===== config.mk =====
export PLATFORM = sky130hd
export DESIGN_NAME = mem_port_arbiter
export DESIGN_NICKNAME = d
export VERILOG_FILES = /design/src/rtl/mem_port_arbiter.sv
export SDC_FILE = /design/constraint.sdc
export NUM_CORES = 1
export LEC_CHECK = 0
export CORE_MARGIN = 5
export CORE_UTILIZATION = 39
export CTS_CLUSTER_SIZE = 28
export DETAILED_ROUTE_END_ITERATION = 8
export PLACE_DENSITY = 0.78
export SYNTH_ARGS = -nofsm -noshare
export SYNTH_HDL_FRONTEND = slang
export SYNTH_SLANG_ARGS = --single-unit
export TNS_END_PERCENT = 5

===== constraint.sdc =====
create_clock -name clk -period 5.05 [get_ports clk]
set_input_delay 1.01 -clock clk [delete_from_list [all_inputs] [get_ports clk]]
set_output_delay 1.01 -clock clk [all_outputs]
set_load 0.02 [all_outputs]

===== src/rtl/mem_port_arbiter.sv =====
// mem_port_arbiter: shares the single external memory port between instruction fetch
// (read-only) and the data cache (read/write). One transaction at a time; the data side has
// fixed priority, but fetch is forced to win after STARVE_MAX consecutive data grants taken
// while fetch was waiting.
//
// Optional build macro: ARB_PERF_CNT_EN adds grant and wait performance counters.
//
// Ports:
//   clk, rst_n                  clock, asynchronous active-low reset
//   if_req_i/if_addr_i          fetch read request (held until if_gnt_o)
//   if_gnt_o/if_rvalid_o        one-cycle grant / read-data-valid pulses for fetch
//   if_rdata_o                  fetch read data (holds last value)
//   dm_req_i/dm_we_i/dm_be_i    data request, write enable, byte enables
//   dm_addr_i/dm_wdata_i        data address / write data (held until dm_gnt_o)
//   dm_gnt_o/dm_rvalid_o        one-cycle grant / read-data-valid pulses for data
//   dm_rdata_o                  data read data (holds last value)
//   bus_req_o..bus_wdata_o      registered transaction toward memory
//   bus_ready_i                 memory accepts bus_req_o this cycle
//   bus_rvalid_i/bus_rdata_i    memory read response
//   if_grant_cnt_o, dm_grant_cnt_o, wait_cnt_o   (ARB_PERF_CNT_EN only) wrapping counters
module mem_port_arbiter #(
    parameter int unsigned XLEN       = 32,
    parameter int unsigned STARVE_MAX = 3
) (
    input  logic            clk,
    input  logic            rst_n,
    input  logic            if_req_i,
    input  logic [XLEN-1:0] if_addr_i,
    output logic            if_gnt_o,
    output logic            if_rvalid_o,
    output logic [XLEN-1:0] if_rdata_o,
    input  logic            dm_req_i,
    input  logic            dm_we_i,
    input  logic [3:0]      dm_be_i,
    input  logic [XLEN-1:0] dm_addr_i,
    input  logic [XLEN-1:0] dm_wdata_i,
    output logic            dm_gnt_o,
    output logic            dm_rvalid_o,
    output logic [XLEN-1:0] dm_rdata_o,
    output logic            bus_req_o,
    output logic            bus_we_o,
    output logic [3:0]      bus_be_o,
    output logic [XLEN-1:0] bus_addr_o,
    output logic [XLEN-1:0] bus_wdata_o,
    input  logic            bus_ready_i,
    input  logic            bus_rvalid_i,
    input  logic [XLEN-1:0] bus_rdata_i
`ifdef ARB_PERF_CNT_EN
    ,
    output logic [31:0]     if_grant_cnt_o,
    output logic [31:0]     dm_grant_cnt_o,
    output logic [31:0]     wait_cnt_o
`endif
);

    typedef enum logic [1:0] {StIdle, StIssue, StResp} state_e;

    localparam logic [3:0] StarveMaxC = 4'(STARVE_MAX);

    state_e          state_q;
    logic            owner_dm_q;  // 0 = fetch owns the port, 1 = data cache
    logic [3:0]      starve_cnt_q;
    logic            if_gnt_q, dm_gnt_q, if_rvalid_q, dm_rvalid_q;
    logic [XLEN-1:0] if_rdata_q, dm_rdata_q;
    logic            bus_req_q, bus_we_q;
    logic [3:0]      bus_be_q;
    logic [XLEN-1:0] bus_addr_q, bus_wdata_q;
    logic            pick_dm;

    // Data wins unless fetch is also waiting and has already been passed over STARVE_MAX times.
    assign pick_dm = dm_req_i && !(if_req_i && (starve_cnt_q == StarveMaxC));

    always_ff @(posedge clk or negedge rst_n) begin
        if (!rst_n) begin
            state_q      <= StIdle;
            owner_dm_q   <= 1'b0;
            starve_cnt_q <= '0;
            if_gnt_q     <= 1'b0;
            dm_gnt_q     <= 1'b0;
            if_rvalid_q  <= 1'b0;
            dm_rvalid_q  <= 1'b0;
            if_rdata_q   <= '0;
            dm_rdata_q   <= '0;
            bus_req_q    <= 1'b0;
            bus_we_q     <= 1'b0;
            bus_be_q     <= '0;
            bus_addr_q   <= '0;
            bus_wdata_q  <= '0;
        end else begin
            if_gnt_q    <= 1'b0;
            dm_gnt_q    <= 1'b0;
            if_rvalid_q <= 1'b0;
            dm_rvalid_q <= 1'b0;
            unique case (state_q)
                StIdle: begin
                    if (if_req_i || dm_req_i) begin
                        bus_req_q <= 1'b1;
                        state_q   <= StIssue;
                        if (pick_dm) begin
                            owner_dm_q  <= 1'b1;
                            dm_gnt_q    <= 1'b1;
                            bus_we_q    <= dm_we_i;
                            bus_be_q    <= dm_be_i;
                            bus_addr_q  <= dm_addr_i;
                            bus_wdata_q <= dm_wdata_i;
                            if (if_req_i && (starve_cnt_q != StarveMaxC)) begin
                                starve_cnt_q <= starve_cnt_q + 4'd1;
                            end
                        end else begin
                            owner_dm_q   <= 1'b0;
                            if_gnt_q     <= 1'b1;
                            bus_we_q     <= 1'b0;
                            bus_be_q     <= 4'hF;
                            bus_addr_q   <= if_addr_i;
                            bus_wdata_q  <= '0;
                            starve_cnt_q <= '0;
                        end
                    end
                end
                StIssue: begin
                    if (bus_ready_i) begin
                        bus_req_q <= 1'b0;
                        // Writes get no response, so they return straight to arbitration.
                        state_q   <= bus_we_q ? StIdle : StResp;
                    end
                end
                StResp: begin
                    if (bus_rvalid_i) begin
                        if (owner_dm_q) begin
                            dm_rdata_q  <= bus_rdata_i;
                            dm_rvalid_q <= 1'b1;
                        end else begin
                            if_rdata_q  <= bus_rdata_i;
                            if_rvalid_q <= 1'b1;
                        end
                        state_q <= StIdle;
                    end
                end
                default: state_q <= StIdle;
            endcase
        end
    end

    assign if_gnt_o    = if_gnt_q;
    assign dm_gnt_o    = dm_gnt_q;
    assign if_rvalid_o = if_rvalid_q;
    assign dm_rvalid_o = dm_rvalid_q;
    assign if_rdata_o  = if_rdata_q;
    assign dm_rdata_o  = dm_rdata_q;
    assign bus_req_o   = bus_req_q;
    assign bus_we_o    = bus_we_q;
    assign bus_be_o    = bus_be_q;
    assign bus_addr_o  = bus_addr_q;
    assign bus_wdata_o = bus_wdata_q;

`ifdef ARB_PERF_CNT_EN
    logic [31:0] if_grant_cnt_q, dm_grant_cnt_q, wait_cnt_q;

    always_ff @(posedge clk or negedge rst_n) begin
        if (!rst_n) begin
            if_grant_cnt_q <= '0;
            dm_grant_cnt_q <= '0;
            wait_cnt_q     <= '0;
        end else begin
            if (if_gnt_q) if_grant_cnt_q <= if_grant_cnt_q + 32'd1;
            if (dm_gnt_q) dm_grant_cnt_q <= dm_grant_cnt_q + 32'd1;
            // A cycle counts as waiting when someone requests and no grant is being pulsed.
            if ((if_req_i || dm_req_i) && !(if_gnt_q || dm_gnt_q)) begin
                wait_cnt_q <= wait_cnt_q + 32'd1;
            end
        end
    end

    assign if_grant_cnt_o = if_grant_cnt_q;
    assign dm_grant_cnt_o = dm_grant_cnt_q;
    assign wait_cnt_o     = wait_cnt_q;
`endif

endmodule


; ---- Word-level counts from Yosys, hierarchy flattened
; Index checks and enable logic that the tools add are counted.
[word_totals]
ff_bits = 145
in_bits = 139
output_inout_bits = 138
elab_cells = 63
[classes]
n_addsub = 1
n_eq_ne = 8
n_mux = 26
n_bitwise = 1
reduce_logical = 13
[ops]
columns = cell, count
row1 = $mux W32, 2
row2 = $mux W1, 15
row3 = $reduce_and A3 Y1, 5
row4 = $mux W4, 3
row5 = $mux W2, 4
row6 = $ne A2 B2 Y1 const B, 3
row7 = $pmux W2 S3, 1
row8 = $add A4 B1 Y4 const B, 1
row9 = $eq A4 B2 Y1 const B, 1
row10 = $ne A4 B2 Y1 const B, 1
row11 = $logic_and A1 B1 Y1, 3
row12 = $eq A2 B1 Y1 const B, 1
row13 = $eq A2 B2 Y1 const B, 1
row14 = $logic_not A2 Y1, 1
row15 = $ne A2 B1 Y1 const B, 1
row16 = $pmux W1 S2, 1
row17 = $reduce_and A2 Y1, 1
row18 = $reduce_bool A2 Y1, 1
row19 = $logic_not A1 Y1, 1
row20 = $logic_or A1 B1 Y1, 1
row21 = $not A1 Y1, 1

; ---- Depth between registers and ports, before layout
; Gate-level depths: netlist of the first run.
[logic_depth]
word_depth = 7
mapped_depth = 7
depth_no_buf = 5

; ---- Least setup slack after synthesis of the first run
; OpenSTA, ideal clock, no wires.
[synth_path]
path_type = in2reg
startpoint = in dm_req_i
endpoint = reg bus_addr_q[22], in the netlist bus_addr_o[22]
setup_ns = 0.126
t_arrival_ns = 2.034
required_time_ns = 4.924
setup_slack_ns = 2.890
path_stages = 6
path_buffers = 3
path_cell_list = buf_2 -> or2_2 -> clkbuf_1 -> clkbuf_1 -> a21boi_0 -> a221o_1
[synth_between]
elab_chain_cells = 2
elab_cells_between_ends = 4
cone_classes = mux: 1 / reduce/logical: 3
[synth_rtl]
columns = item, line_no
row1 = from (decl), 32  ; input logic dm_req_i,
row2 = $logic_and A1 B1 Y1 / $logic_or A1 B1 Y1 (equally long branches), "71, 96"
row3 = $mux W32 / $reduce_and A2 Y1 (equally long branches), n/a
row4 = to (signal assigned), 104  ; bus_addr_q <= dm_addr_i;
row5 = to (signal assigned), 114  ; bus_addr_q <= if_addr_i;
row6 = to (decl), 67  ; logic [XLEN-1:0] bus_addr_q, bus_wdata_q;
; Several ways; a longest one is shown, not always the timed one.
; A chain may end at the register's enable or synchronous reset.

; ---- Worst setup path in the final report of the first run
[layout_path]
startpoint = in dm_req_i
endpoint = reg bus_wdata_q[8], in the netlist bus_wdata_o[8]
[layout_between]
elab_chain_cells = 2
elab_cells_between_ends = 4
cone_classes = mux: 1 / reduce/logical: 3
[layout_rtl]
columns = item, line_no
row1 = $logic_and A1 B1 Y1 / $logic_or A1 B1 Y1 (equally long branches), "71, 96"
row2 = $mux W32 / $reduce_and A2 Y1 (equally long branches), n/a
row3 = to (signal assigned), 105  ; bus_wdata_q <= dm_wdata_i;
row4 = to (decl), 67
; Several ways; a longest one is shown, not always the timed one.

==> results of run 1 <==
## metrics by stage
stage          total power, mW  setup slack (ps)
2_1_floorplan             3.42              2890
3_3_place_gp              4.74              1480
3_5_place_dp              4.84              1370
4_1_cts                   6.13              1810
5_1_grt                   6.37              1540
6_report                  6.06              1790
## cells in the mapped netlist
cell	number	area share [%]
dfrtp_1	145	64
mux2_2	64	13
a22o_1	33	5.1
a21boi_0	32	4.2
a221o_1	32	5.7
buf_2	9	0.80
clkbuf_1	9	0.60
buf_4	6	0.80
o21ai_0	5	0.44
o22a_1	5	0.77
nand3_1	4	0.35
buf_6	3	0.60
nand2_1	3	0.20
inv_1	2	0.13
nand2b_1	2	0.22
nand3b_1	2	0.27
a2111oi_4	1	0.49
a21o_1	1	0.13
a22oi_1	1	0.13
and2_1	1	0.11
ha_1	1	0.22
inv_2	1	0.066
nand4b_1	1	0.15
nand4bb_4	1	0.49
nor2_1	1	0.066
nor2_2	1	0.11
nor2b_1	1	0.11
nor3_1	1	0.088
nor3b_2	1	0.22
o31ai_1	1	0.13
o32ai_1	1	0.15
or2_2	1	0.11
or3b_2	1	0.15
## area by class of cell
| type | count | share of cell area (%) |
|---|---|---|
| tap | 184 | 2.52 |
| clock inverter | 14 | 1.80 |
| multi-input combinational | 198 | 20.4 |
| sequential | 145 | 39.7 |
| inverter | 3 | 0.123 |
| timing repair buffer | 281 | 30.7 |
| clock buffer | 18 | 4.70 |
## placed cells by master, fill, tap and decap left out, types with 2 or more instances in the layout
cell             count
nand3b_1             2
nand3_1              4
clkinv_2             5
bufinv_16            3
clkdlybuf4s50_1    275
clkinvlp_4           3
nand2b_1             2
nand2_1              3
buf_4                5
clkinv_4             2
a221o_1             32
dfrtp_1            145
a22o_1              33
clkbuf_16           17
o22a_1               5
mux2_2              64
inv_1                2
o21ai_0              5
a21boi_0            32
## power by group
group | leakage [nW] | internal (mW) | switching, mW
combinational | 1.79 | 1.44 | 1.37
sequential | 1.80 | 1.69 | 0.305
clock | 0.286 | 0.774 | 0.482
## path summary, 6_finish.rpt
path                                              start                          to  slack (ps)  cells after the start
worst max-delay path                           dm_req_i  bus_wdata_o[8]$_DFFE_PN0P_        1790                      4
worst min-delay path            bus_be_o[1]$_DFFE_PN0P_     bus_be_o[1]$_DFFE_PN0P_         490                      1
worst max register to register   state_q[1]$_DFFE_PN0P_   bus_addr_o[8]$_DFFE_PN0P_        1850                      4
worst min register to register  bus_be_o[1]$_DFFE_PN0P_     bus_be_o[1]$_DFFE_PN0P_         490                      1
max in group asynchronous                         rst_n  bus_wdata_o[6]$_DFFE_PN0P_        3480                      2
min in group asynchronous                         rst_n  bus_addr_o[31]$_DFFE_PN0P_         570                      1
## flip-flops by register name, summed over array words and instances, names as in the netlist
register,count
if_rdata_o,32
if_rvalid_o,1
bus_be_o,4
bus_wdata_o,32
bus_addr_o,32
dm_rdata_o,32
bus_req_o,1
if_gnt_o,1
dm_rvalid_o,1
dm_gnt_o,1
owner_dm_q,1
state_q,2
bus_we_o,1
starve_cnt_q,4
## layer usage
metal / wire length (um) / global-route usage (%) / vias to the layer above
met4: 308 / 7.32 / 0
met2: 8620 / 34.7 / 204
met5: 0 / 0 / -
li1: - / - / 1969
met1: 6370 / 22.4 / 2165
met3: 1900 / 8.66 / 20
## cells by family (layout without fill, tap and decap cells)
kind of cell / Yosys count / in the layout / share of synthesized area (%)
fa+ha+maj: 1 / 1 / 0.221
mux: 64 / 64 / 12.7
buf+inv: 30 / 316 / 2.99
simple gates: 21 / 21 / 2.65
flops: 145 / 145 / 64.1
compound gates: 112 / 112 / 17.3
==> metrics.md, run 1 <==
| Metric | Value |
|---|---|
| Status | complete, no violations |
| Finished Layout Cells | 843 |
| Yosys warning total | 0 |
| Clock skew | 9.31 ps |
| Critical Path Start Type | input pin |
| Period utilization | 64.5% |
| RSZ-0062 raised after global routing | no |
| # fillers | 1075 |
| Die X | 130 um |
| First-pass GRT wire length | 26300 um |
| Least-Margin Pin Slew | 1260 ps |
| GPL Wtd Cong | 0.806 |
| PortBufs | 276 |
| Site row count | 44 |
| Seq cells post-synth | 145 |
| CTS tree | built |
| IO Count | 277 |
| CP max-delay cell | nand2_1 |
| Inserted Clock Buffers | 17 |
| Postcts setup bufs | 0 |
| Cells after Synth | 373 |
| Initial antenna violation count | 0 |
| Post-layout util | 63.5% |
| Fin. max-slew vios | 0 |
| CTS clk-pin slew, worst paths | 60 ps |
| Die height | 130 um |
| Vias in the first global route | 4834 |
| Grt ovf | 0 |
| Critical Path End Type | flip-flop |
| Crit Path Max Fanout | 35 |
| Sequential-to-total area share from yosys stat | 64.1% |
| Syn_area_per_cell | 15.2 um^2 |
| Clock period minus worst slack | 3260 ps |
| N_diodes | 0 |
| Pleak | 3.88 nW |
| Worst vdd ir | 0.000352 V |
| PwrDens | 663 nW/um^2 |
| CP Data Arrival Time | 3550 ps |
| Cell area after layout | 9130 um^2 |
| Number of vias in the routed layout | 4358 |
| Distinct cells, synth | 33 |
| Area of the multi-input gates | 1870 um^2 |
| Total wire length | 17200 um |
| Setup TNS | 0 ps |
| Layout cell share with drive strength beyond 1 | 16.4% |
| Starting DRT DRC Count | 183 |
| Hold Path Class | reg2reg |
| Drt pass-1 iters | 4 |
| CP delay by family, top | simple AND/OR/NAND/NOR gates |
| Crit Path Category | in2reg |
| Post-route ant nets | 0 |
| Total GRT Usage | 20.2% |
| Critical Path Max Stage Delay | 860 ps |
| Hold Buf Count CTS | 0 |
| Clock root buffer | clkbuf_16 |
| Crit path cell chain | clkdlybuf4s50_1 > or2_2 > nand2_1 > a22o_1 |
| Final Setup Violations | 0 |
| Area grow syn2layout | 61.4% |
| H-tree Lvls | 4 |
| DP HPWL | 12500 um |
| Core ar. | 14400 um^2 |
| Clock sink total | 145 |
| Max-cap violations | 0 |
| Rel. slew slack | 15.9% |
| Nets@finish | 786 |
| Hold Vio Cnt, Final | 0 |
| Largest net degree at the start of global routing | 68 |
| CP Data Required Time | 5340 ps |
| Clock buffer depth | 2 |
| WP buf/inv | 1 |
| Clock latency at the later pin of the worst-skew pair | 410 ps |
| Mapped Area | 5660 um^2 |
| DP Area | 8540 um^2 |
| Resize count post-CTS | 0 |
| Initial core utilization | 39.4% |
| Vias/cell | 5.17 |
| Reg area | 3630 um^2 |
| Worst hold slack | 491 ps |
| Placed Cells | 811 |
| DR DRC count | 0 |
| Die footprint | 17000 um^2 |
| Fmax | 307 MHz |
| Drt wl/cell | 20.4 um |
| Synth Net Count | 513 |
Note: power is estimated with default switching activity, not from simulation.
==> run 2: changes to the inputs <==
clock period = 3.2 ns   (was 5.05 ns; I/O delays follow)
==> run 2 against run 1 <==
Against the previous run: non-clock buffer count rose by 5; largest cell class unchanged; global-route usage fell by 0.29 points; flip-flop and latch count did not move; critical endpoint is now bus_addr_o[3]$_DFFE_PN0P_; worst hold slack got worse by 220 ps; setup slack got worse by 800 ps; critical path depth rose by 2.
==> metrics.md, run 2 (synthesized netlist as in run 1, its figures left out) <==
| Metric | Value |
|---|---|
| GPL Wtd Cong | 0.797 |
| Starting DRT DRC Count | 200 |
| Period utilization | 69.1% |
| Largest net degree at the start of global routing | 84 |
| DR DRC count | 0 |
| Site row count | 44 |
| Clock period minus worst slack | 2210 ps |
| Sequential power share | 32.0% |
| Reg2Reg Launch Point | state_q[1]$_DFFE_PN0P_ |
| NetSw | 3.45 mW |
| Final Setup Violations | 0 |
| Clock Power Share | 22.5% |
| Number of vias in the routed layout | 4414 |
| Fmax | 452 MHz |
| Crit Path Max Fanout | 47 |
| Core ar. | 14400 um^2 |
| First-pass GRT wire length | 26200 um |
| Sw Share | 35.0% |
| Fin. max-slew vios | 0 |
| Cell area after layout | 9280 um^2 |
| CTS clk-pin slew, worst paths | 60 ps |
| Vias/cell | 5.21 |
| Max-cap violations | 0 |
| Post-layout util | 64.6% |
| Setup ws final | 988 ps |
| Initial core utilization | 39.4% |
| DP Area | 8610 um^2 |
| DP HPWL | 12600 um |
| N_diodes | 0 |
| Crit Path Category | in2reg |
| Most frequent cells in the layout | clkdlybuf4s50_1, dfrtp_1, mux2_2 |
| PortBufs | 276 |
| Grt ovf | 0 |
| Clock buffer depth | 2 |
| Logic pwr share | 45.5% |
| Finished Layout Cells | 848 |
| Die height | 130 um |
| Vias in the first global route | 4847 |
| M1 GR Usage | 22.4% |
| Layout cell share with drive strength beyond 1 | 17.2% |
| Status | complete, no violations |
| Most common cell after layout, fill and taps aside | clkdlybuf4s50_1 |
| Least-Margin Pin Slew | 756 ps |
| PwrDens | 1060 nW/um^2 |
| Drt wl/cell | 20.3 um |
| H-tree Lvls | 4 |
| Clock sink total | 145 |
| Drt pass-1 iters | 5 |
| GR peak layer | met2 |
| Pleak | 3.94 nW |
| Rel. slew slack | 49.6% |
| Worst hold slack | 274 ps |
| Die footprint | 17000 um^2 |
| RSZ-0062 raised after global routing | no |
| Total wire length | 17200 um |
| Clock latency at the later pin of the worst-skew pair | 410 ps |
| Final Power | 9.85 mW |
| CP Data Arrival Time | 2500 ps |
| Routing usage on met2 | 33.6% |
| Hold Buf Count CTS | 0 |
| CTS tree | built |
| Dpl ws | 573 ps |
| Total GRT Usage | 19.9% |
| Inserted Clock Buffers | 17 |
| Clock skew | 6.92 ps |
| Reg area | 3630 um^2 |
| Worst vdd ir | 0.000649 V |
| Hold Vio Cnt, Final | 0 |
| CP Data Required Time | 3490 ps |
| IO Count | 277 |
| Hold Path Class | in2async |
| Placed Cells | 816 |
| Setup TNS | 0 ps |
| Initial antenna violation count | 0 |
| Clock root buffer | clkbuf_16 |
| Met3 global-route usage | 9.92% |
| Area of the multi-input gates | 1870 um^2 |
| Resize count post-CTS | 0 |
| Die X | 130 um |
| Critical Path End Type | flip-flop |
| Area grow syn2layout | 64.0% |
| Nets@finish | 791 |
| Post-route ant nets | 0 |
| Postcts setup bufs | 0 |
| Critical Path Start Type | input pin |
| Pint | 6.40 mW |
| # fillers | 1035 |
| Critical Path Source | if_req_i |
[run 2: changes by cell type in the layout (fill, tap and decap cells not counted), moves of 2 or more]
cell       change
clkinv_2       -5
buf_12         +3
buf_4          +2
bufinv_16      +2
[run 2: path summary, 6_finish.rpt]
kind / end / slack [ps] / cells after the start
min in group clk: bus_be_o[2]$_DFFE_PN0P_ / 490 / 1
max in group asynchronous: state_q[0]$_DFFE_PN0P_ / 2090 / 2
setup / recovery: bus_addr_o[3]$_DFFE_PN0P_ / 990 / 6
setup reg to reg: bus_addr_o[3]$_DFFE_PN0P_ / 1030 / 6
hold / removal: bus_addr_o[17]$_DFFE_PN0P_ / 270 / 1
hold reg to reg: bus_be_o[2]$_DFFE_PN0P_ / 490 / 1
[run 2: per-layer routing]
metal	up-vias	wire length (um)	share of wire [%]
met2	225	8650	50
met1	2183	6100	35
met3	25	2120	12
li1	1981	-	-
met4	0	347	2.0
met5	-	0	0
[run 2: power by group through the flow]
stage	logic (mW)	clock network (mW)	registers, mW
global placement	4.42	0	3.12
detailed placement	4.52	0	3.17
CTS	4.54	2.26	3.16
floorplan	1.33	0	4.07
global route	4.76	2.35	3.26
finish	4.48	2.21	3.15
[run 2: area by class of cell]
cell class / count / share of cell area [%]
repair buffers: 286 / 31.0
multi-input cells: 198 / 20.1
well taps: 184 / 2.48
flip-flops and latches: 145 / 39.1
clock inverters: 14 / 2.45
clock buffers: 18 / 4.73
inverters: 3 / 0.121
[run 2: worst max-delay path, stage by stage]
cell	delay, ps
clkdlybuf4s50_1	580
nand4bb_4	170
nand3_1	250
inv_2	230
buf_12	240
a221o_1	380
